==> src/rtl/traffic_grant_scheduler.sv <==
// -----------------------------------------------------------------------------
// traffic_grant_scheduler
//   Arbitrates four direction requests for the intersection light sequencer.
//   The sequencer serves one direction at a time. This block latches the
//   requests, picks the next direction round-robin, and ages waiting requests
//   so that no direction starves. An emergency pre-emption request takes
//   priority at the next decision. Each grant is handed over with a
//   valid/ready handshake.
//
// Ports
//   clk          : clock
//   reset        : asynchronous, active-high reset
//   req_in[3:0]  : per-direction request; any high cycle latches pending[i]
//   emerg_in     : emergency request strobe
//   emerg_dir    : emergency direction, sampled with emerg_in
//   grant_ready  : sequencer accepts the offered grant
//   phase_done   : 1-cycle pulse, sequencer finished serving grant_dir
//   grant_valid  : grant offered
//   grant_dir    : granted direction, stable while grant_valid=1
//   grant_emerg  : offered grant is an emergency grant
//   pending[3:0] : latched outstanding requests
//   starve[3:0]  : wait count of direction i has reached MAX_WAIT
//   busy         : scheduler is offering or serving a grant
// -----------------------------------------------------------------------------
module traffic_grant_scheduler #(
    parameter logic [23:0] TICK_DIV = 24'd1_000_000,
    parameter logic [7:0]  MAX_WAIT = 8'd30
) (
    input  logic       clk,
    input  logic       reset,
    input  logic [3:0] req_in,
    input  logic       emerg_in,
    input  logic [1:0] emerg_dir,
    input  logic       grant_ready,
    input  logic       phase_done,
    output logic       grant_valid,
    output logic [1:0] grant_dir,
    output logic       grant_emerg,
    output logic [3:0] pending,
    output logic [3:0] starve,
    output logic       busy
);

    typedef enum logic [1:0] {
        S_IDLE  = 2'd0,
        S_OFFER = 2'd1,
        S_SERVE = 2'd2
    } state_t;

    state_t      state_q;
    logic [23:0] tick_cnt_q, tick_cnt_d;
    logic        tick;
    logic [3:0]  pending_q, pending_d;
    logic [3:0]  clr;
    logic [7:0]  wait_q [4];
    logic [7:0]  wait_d [4];
    logic        emerg_pend_q, emerg_pend_d;
    logic [1:0]  emerg_dir_q, emerg_dir_d;
    logic [1:0]  last_dir_q;
    logic        grant_valid_q;
    logic [1:0]  grant_dir_q;
    logic        grant_emerg_q;
    logic        busy_q;
    logic        hs;
    logic [2:0]  starve_pick;
    logic [2:0]  pend_pick;

    // Round-robin search starting just after 'last'. Returns {found, index}.
    // The loop runs from the lowest-priority slot to the highest so the
    // last match written is the winner.
    function automatic logic [2:0] rr_pick(input logic [3:0] vec,
                                           input logic [1:0] last);
        logic [1:0] idx;
        rr_pick = 3'b000;
        for (int k = 4; k >= 1; k--) begin
            idx = last + 2'(k);
            if (vec[idx]) rr_pick = {1'b1, idx};
        end
    endfunction

    assign tick       = (tick_cnt_q == TICK_DIV - 24'd1);
    assign tick_cnt_d = tick ? 24'd0 : tick_cnt_q + 24'd1;

    // In OFFER grant_valid is always high, so the handshake is OFFER & ready.
    assign hs  = (state_q == S_OFFER) && grant_ready;
    assign clr = hs ? (4'b0001 << grant_dir_q) : 4'b0000;

    // A same-cycle request wins over the handshake clear.
    assign pending_d = (pending_q & ~clr) | req_in;

    always_comb begin
        for (int i = 0; i < 4; i++) begin
            starve[i] = (wait_q[i] >= MAX_WAIT);
            wait_d[i] = wait_q[i];
            if (clr[i]) begin
                wait_d[i] = 8'd0;
            end else if (tick && pending_q[i] && (wait_q[i] < MAX_WAIT) &&
                         !((state_q != S_IDLE) && (grant_dir_q == 2'(i)))) begin
                // The direction currently offered or served does not age.
                wait_d[i] = wait_q[i] + 8'd1;
            end
        end
    end

    always_comb begin
        emerg_pend_d = emerg_pend_q;
        emerg_dir_d  = emerg_dir_q;
        if (emerg_in) begin
            // A new strobe always wins, even in the cycle its grant is taken.
            emerg_pend_d = 1'b1;
            emerg_dir_d  = emerg_dir;
        end else if (hs && grant_emerg_q) begin
            emerg_pend_d = 1'b0;
        end
    end

    assign starve_pick = rr_pick(starve, last_dir_q);
    assign pend_pick   = rr_pick(pending_q, last_dir_q);

    always_ff @(posedge clk or posedge reset) begin
        if (reset) begin
            state_q       <= S_IDLE;
            tick_cnt_q    <= 24'd0;
            pending_q     <= 4'b0000;
            for (int i = 0; i < 4; i++) wait_q[i] <= 8'd0;
            emerg_pend_q  <= 1'b0;
            emerg_dir_q   <= 2'd0;
            last_dir_q    <= 2'd3;
            grant_valid_q <= 1'b0;
            grant_dir_q   <= 2'd0;
            grant_emerg_q <= 1'b0;
            busy_q        <= 1'b0;
        end else begin
            tick_cnt_q   <= tick_cnt_d;
            pending_q    <= pending_d;
            for (int i = 0; i < 4; i++) wait_q[i] <= wait_d[i];
            emerg_pend_q <= emerg_pend_d;
            emerg_dir_q  <= emerg_dir_d;

            case (state_q)
                S_IDLE: begin
                    // Decision is taken from registered state only, so a
                    // request reaches grant_valid two edges after it is seen.
                    if (emerg_pend_q) begin
                        grant_dir_q   <= emerg_dir_q;
                        grant_emerg_q <= 1'b1;
                        grant_valid_q <= 1'b1;
                        busy_q        <= 1'b1;
                        state_q       <= S_OFFER;
                    end else if (starve_pick[2]) begin
                        grant_dir_q   <= starve_pick[1:0];
                        grant_emerg_q <= 1'b0;
                        grant_valid_q <= 1'b1;
                        busy_q        <= 1'b1;
                        state_q       <= S_OFFER;
                    end else if (pend_pick[2]) begin
                        grant_dir_q   <= pend_pick[1:0];
                        grant_emerg_q <= 1'b0;
                        grant_valid_q <= 1'b1;
                        busy_q        <= 1'b1;
                        state_q       <= S_OFFER;
                    end
                end
                S_OFFER: begin
                    // The offer is frozen until taken; emergencies only latch.
                    if (grant_ready) begin
                        grant_valid_q <= 1'b0;
                        state_q       <= S_SERVE;
                        if (!grant_emerg_q) last_dir_q <= grant_dir_q;
                    end
                end
                S_SERVE: begin
                    if (phase_done) begin
                        grant_emerg_q <= 1'b0;
                        busy_q        <= 1'b0;
                        state_q       <= S_IDLE;
                    end
                end
                default: begin
                    grant_valid_q <= 1'b0;
                    busy_q        <= 1'b0;
                    state_q       <= S_IDLE;
                end
            endcase
        end
    end

    assign grant_valid = grant_valid_q;
    assign grant_dir   = grant_dir_q;
    assign grant_emerg = grant_emerg_q;
    assign pending     = pending_q;
    assign busy        = busy_q;

endmodule

==> config.mk <==
export PLATFORM = sky130hd
export DESIGN_NAME = traffic_grant_scheduler
export DESIGN_NICKNAME = d
export VERILOG_FILES = /design/src/rtl/traffic_grant_scheduler.sv
export SDC_FILE = /design/constraint.sdc
export NUM_CORES = 1
export LEC_CHECK = 0
export CAP_MARGIN = 25
export CORE_ASPECT_RATIO = 0.6
export CORE_MARGIN = 2
export CORE_UTILIZATION = 60
export DETAILED_ROUTE_END_ITERATION = 10
export PLACE_DENSITY = 0.82
export REMOVE_ABC_BUFFERS = 1
export SLEW_MARGIN = 10
export SYNTH_ARGS = -nofsm -noshare
export SYNTH_HDL_FRONTEND = slang
export SYNTH_SLANG_ARGS = --single-unit
==> constraint.sdc <==
create_clock -name clk -period 4.9 [get_ports clk]
set_clock_uncertainty 0.15 [all_clocks]
set_input_delay 0.98 -clock clk [delete_from_list [all_inputs] [get_ports clk]]
set_output_delay 0.98 -clock clk [all_outputs]
set_load 0.005 [all_outputs]
# After elaboration in Yosys (flattened, before gate mapping)
# Cells that the tools add are included.
[op_classes]
n_lt_le_gt_ge = 12
reduce_logical = 38
n_eq_ne = 9
n_mux = 56
addsub = 8
n_shift = 1
n_bitwise = 6
[ops]
columns = ["op", "count"]
rows = [
  ["$mux W8", 8],
  ["$add A8 B1 Y8 const B", 4],
  ["$ge A8 B5 Y1 const B", 4],
  ["$lt A8 B5 Y1 const B", 4],
  ["$add A24 B1 Y24 const B", 1],
  ["$eq A24 B20 Y1 const B", 1],
  ["$mux W24", 1],
  ["$mux W3", 8],
  ["$logic_and A1 B1 Y1", 18],
  ["$mux W1", 18],
  ["$bmux W1 S2", 8],
  ["$mux W2", 8],
  ["$reduce_and A3 Y1", 5],
  ["$reduce_bool A2 Y1", 7],
  ["$lt A2 B3 Y1 const B", 4],
  ["$eq A2 B2 Y1 const B", 3],
  ["$pmux W1 S3", 2],
  ["$pmux W2 S3", 1],
  ["$add A2 B2 Y2 const B", 2],
  ["$and A4 B4 Y4", 1],
  ["$eq A2 B1 Y1 const B", 2],
  ["$logic_not A1 Y1", 4],
  ["$logic_not A2 Y1", 2],
  ["$mux W4", 1],
  ["10 further kinds", 13],
]
[totals]
ff_bits = 72
word_cells = 144
input_bits = 11
output_inout_bits = 13

# Logic depth before layout (Yosys ltp)
[depth]
depth_word = 10
mapped_depth = 9
mapped_depth_nobuf = 9

# Worst setup path after synthesis
# OpenSTA, ideal clock, no wires.
[synth_timing]
kind = "flip-flop to flip-flop"
startpoint = "register tick_cnt_q[10]"
endpoint = "register wait_q[27] in the netlist's numbering"
synth_period_minus_slack_ps = 2169
required_ps = 4600
t_arrival_ps = 1869
setup_ps = 150
setup_slack_ps = 2731
path_buffers = 0
path_stages_with_launch = 7
cell_sequence = "dfrtp_1 -> nor4b_1 -> nand4_4 -> nor4_4 -> nand4_1 -> xor2_1 -> nor2_1"
[synth_between]
elab_chain_len = 5
[synth_rtl]
columns = ["item", "line_no", "rtl"]
rows = [
  ["start: declaration", "51", "logic [23:0] tick_cnt_q, tick_cnt_d;"],
  ["start signal: assignment", "134", "tick_cnt_q <= tick_cnt_d;"],
  ["$eq A24 B20 Y1", "81", "assign tick = (tick_cnt_q == TICK_DIV - 24'd1);"],
  ["$logic_and A1 B1 Y1 (3 in series)", "97", "end else if (tick && pending_q[i] && (wait_q[i] < MAX_WAIT) &&"],
  ["$reduce_bool A2 Y1 (no source line)", "--", ""],
  ["end: declaration", "55", "logic [7:0] wait_q [4];"],
]
# No other way between the ends.
# A chain may end at the register's enable or synchronous reset.

# Final worst setup path
[layout_timing]
startpoint = "register wait_q[16] in the netlist's numbering"
endpoint = "output port starve[1]"
[layout_between]
elab_chain_len = 1
[layout_rtl]
columns = ["item", "line_no", "rtl"]
rows = [
  ["$ge A8 B5 Y1", "93", "starve[i] = (wait_q[i] >= MAX_WAIT);"],
  ["end: declaration", "40", "output logic [3:0] starve,"],
]
# No other way between the ends.

==> impl_metrics.ini <==
[outcome]
outcome = completed

[setup_path]
cp.arrival_ns = 1.91
critPathMaxFanout = 5
r2r.worst_path.cells = 6
required_ns = 3.77
crit_end = starve[1]
path_class = reg2out
startpoint_type = flip-flop
crit_start = wait_q[16]
r2r-start = tick_cnt_q[10]
ff2ff_setup_slack_ns = 2.46
worst_setup_path_end_kind = primary output
rr_endpoint = wait_q[12]

[sta]
slew_violations = 0
worst_slack_ns = 1.86
finalSetupTns_ns = 0
tightest_slew_ns = 1.02
rsz0062_at_grt = false
final-hold-violation-count = 0
setup_viol = 0
max_slew_margin = 0.314
max_freq_ghz = 0.329
period_minus_slack_ns = 3.04
whs_ns = 0.344
layout_worst_path_cycle_share = 0.620

[place]
placed_cell_area_um2 = 3850
placed_cells = 437
place_congestion = 0.843
pre_cts_slack_ns = 2.00
io_buffers = 23
dpl.hpwl_um = 4900

[power]
clockPowerShare = 0.271
power.total_mw = 1.78
p_sw_mw = 0.595
pwr-share-comb = 0.226
cell_internal_pwr_mw = 1.19
p_per_area_nw_per_um2 = 440
leakage_nw = 1.83
netSwitchingFraction = 0.333
vdd.ir_drop.worst_v = 0.000331
p_seq_frac = 0.503

[detailed_routing]
drt-total-wl_um = 7010
dr.first_iter.drc_count = 185
viasPerCell = 5.52
routedWlPerCell_um = 15.4
firstDrtPassIters = 5
via_count = 2506
drc = 0
postRouteAntennaNets = 0

[floorplanning]
die_w_um = 103
dieArea_um2 = 6540
dieHeight_um = 63.5
rows = 21
io_pins = 24
coreArea_um2 = 5620
start_util = 0.629

[cells_and_area]
area_delta_synth_final_pct = 14.8
layout.nets = 389
finish.utilization = 0.722
diodes = 0
nFillCells = 401
regArea_um2 = 1800
multi_input_area_um2 = 1630
design_area_um2 = 4060
fin_cells = 454
drive_gt1_frac = 0.0963

[synthesis]
synth_flop_cell = dfrtp_1
yosysUniqueCellTypes = 42
synthCells = 340
synth_edf_count = 0
avgSynthCellArea_um2 = 10.4
synth_seq_area_share = 0.510
syn_area_um2 = 3530
ys_ff_latch = 72
yosys_warnings = 0
synth-async-reset-ratio = 1.00

[clock_network]
cts_setup_buffers = 0
cts_resized = 0
hold_buffers = 0
cts_sinks = 72
clock_path_buffers = 2
cts-root-buf = clkbuf_8
insertion_delay_ns = 0.34
cts_buffers = 9
cts_tree = built
clk_pin_slew_ns = 0.08
cts_max_level = 3

[global_routing]
grt_pass1_wl_um = 12000
grt_pass1_vias = 2371
track_usage = 0.242
gr-total-overflow = 0
grt_max_degree = 39
antenna_found_initial = 0

[job]
max_cap_violations = 0

[worst_hold_path]
min_path_type = reg2reg
-- kinds of logic (layout without fill, tap and decap cells) --
logic type      count (synthesis)  after routing  share of synthesized area
compound gates                 39             39                     0.0743
xor+xnor                       38             38                     0.0942
fa+ha+maj                       9              9                     0.0319
buf+inv                        28             62                     0.0297
flops                          72             72                      0.510
mux                             7              7                     0.0216
simple gates                  147            147                      0.238
-- synth_stat cells, drive strengths merged (9+ instances only) --
cell type	n	area, um2
xor2	21	184
nor2	46	173
nand4	12	90.1
nor2b	16	100
nand2	20	75.1
xnor2	17	149
ha	9	113
nand3	10	60.1
dfrtp	70	1750
nor3	15	75.1
inv	21	78.8
o21ai	9	45.0
-- how the worst min path moves through the flow --
stage,start,cells past startpoint,endpoint
2_1_floorplan,tick_cnt_q[23],1,tick_cnt_q[23]
3_5_place_dp,tick_cnt_q[23],1,tick_cnt_q[23]
4_1_cts,grant_valid,1,grant_valid
6_report,tick_cnt_q[0],1,tick_cnt_q[0]
5_1_grt,busy,1,busy
3_3_place_gp,grant_valid,1,grant_valid
-- sequential cells by signal, summed over array words and instances (netlist names) --
register	count
grant_emerg	1
grant_valid	1
grant_dir	2
tick_cnt_q	24
busy	1
emerg_dir_q	2
emerg_pend_q	1
last_dir_q	2
state_q	2
pending	4
wait_q	32
-- cells in the final DEF, fill, tap and decap left out, types with 2 or more instances in the layout --
cell type	count
a21o_1	3
nor2b_1	16
xnor2_1	17
nand3_2	2
o21bai_1	4
dfstp_2	2
nand2b_1	2
o21ai_0	9
and3_1	6
nand3b_1	3
nor4_4	4
nor4_1	3
a21oi_1	4
clkinv_2	2
o211ai_1	3
clkinvlp_4	2
nand4_1	11
a211oi_1	4
nand4b_1	3
inv_1	20
and3b_1	2
mux2i_1	2
dfrtp_1	70
nand2_1	20
ha_1	9
xor2_1	21
a311oi_1	2
nor3_1	15
mux2_2	5
o21a_1	4
nor2_1	46
clkbuf_8	11
o22ai_1	2
clkdlybuf4s50_1	23
nand3_1	8
-- per-layer routing --
metal / global-route usage / routed length (um)
met1: 0.384 / 3650
met2: 0.326 / 2940
met3: 0.0633 / 330
met4: 0.0641 / 86
met5: 0 / 0
-- worst max-delay path: stages (launching register included) --
cell and delay, ns:
dfrtp_1 0.43, inv_1 0.08, ha_1 0.14, nor2_1 0.04, o21a_1 0.20, inv_1 0.14, clkdlybuf4s50_1 0.53
-- power by group through the flow --
stage                     clock, mW  sequential, mW  combinational (mW)
after global placement            0           0.894               0.387
after detailed placement          0           0.899               0.399
after floorplan                   0           0.859               0.282
final                         0.484           0.897               0.403
after CTS                     0.489           0.892               0.405
after global routing          0.517           0.918               0.461
-- final cells by class --
| class | instances | share of cell area |
|---|---|---|
| repair buffers | 25 | 0.0598 |
| well taps | 80 | 0.0247 |
| clock inverters | 5 | 0.0136 |
| multi-input cells | 240 | 0.401 |
| flip-flops and latches | 72 | 0.445 |
| inverters | 21 | 0.0194 |
| clock buffers | 11 | 0.0373 |
(Power assumes the default switching activity.)
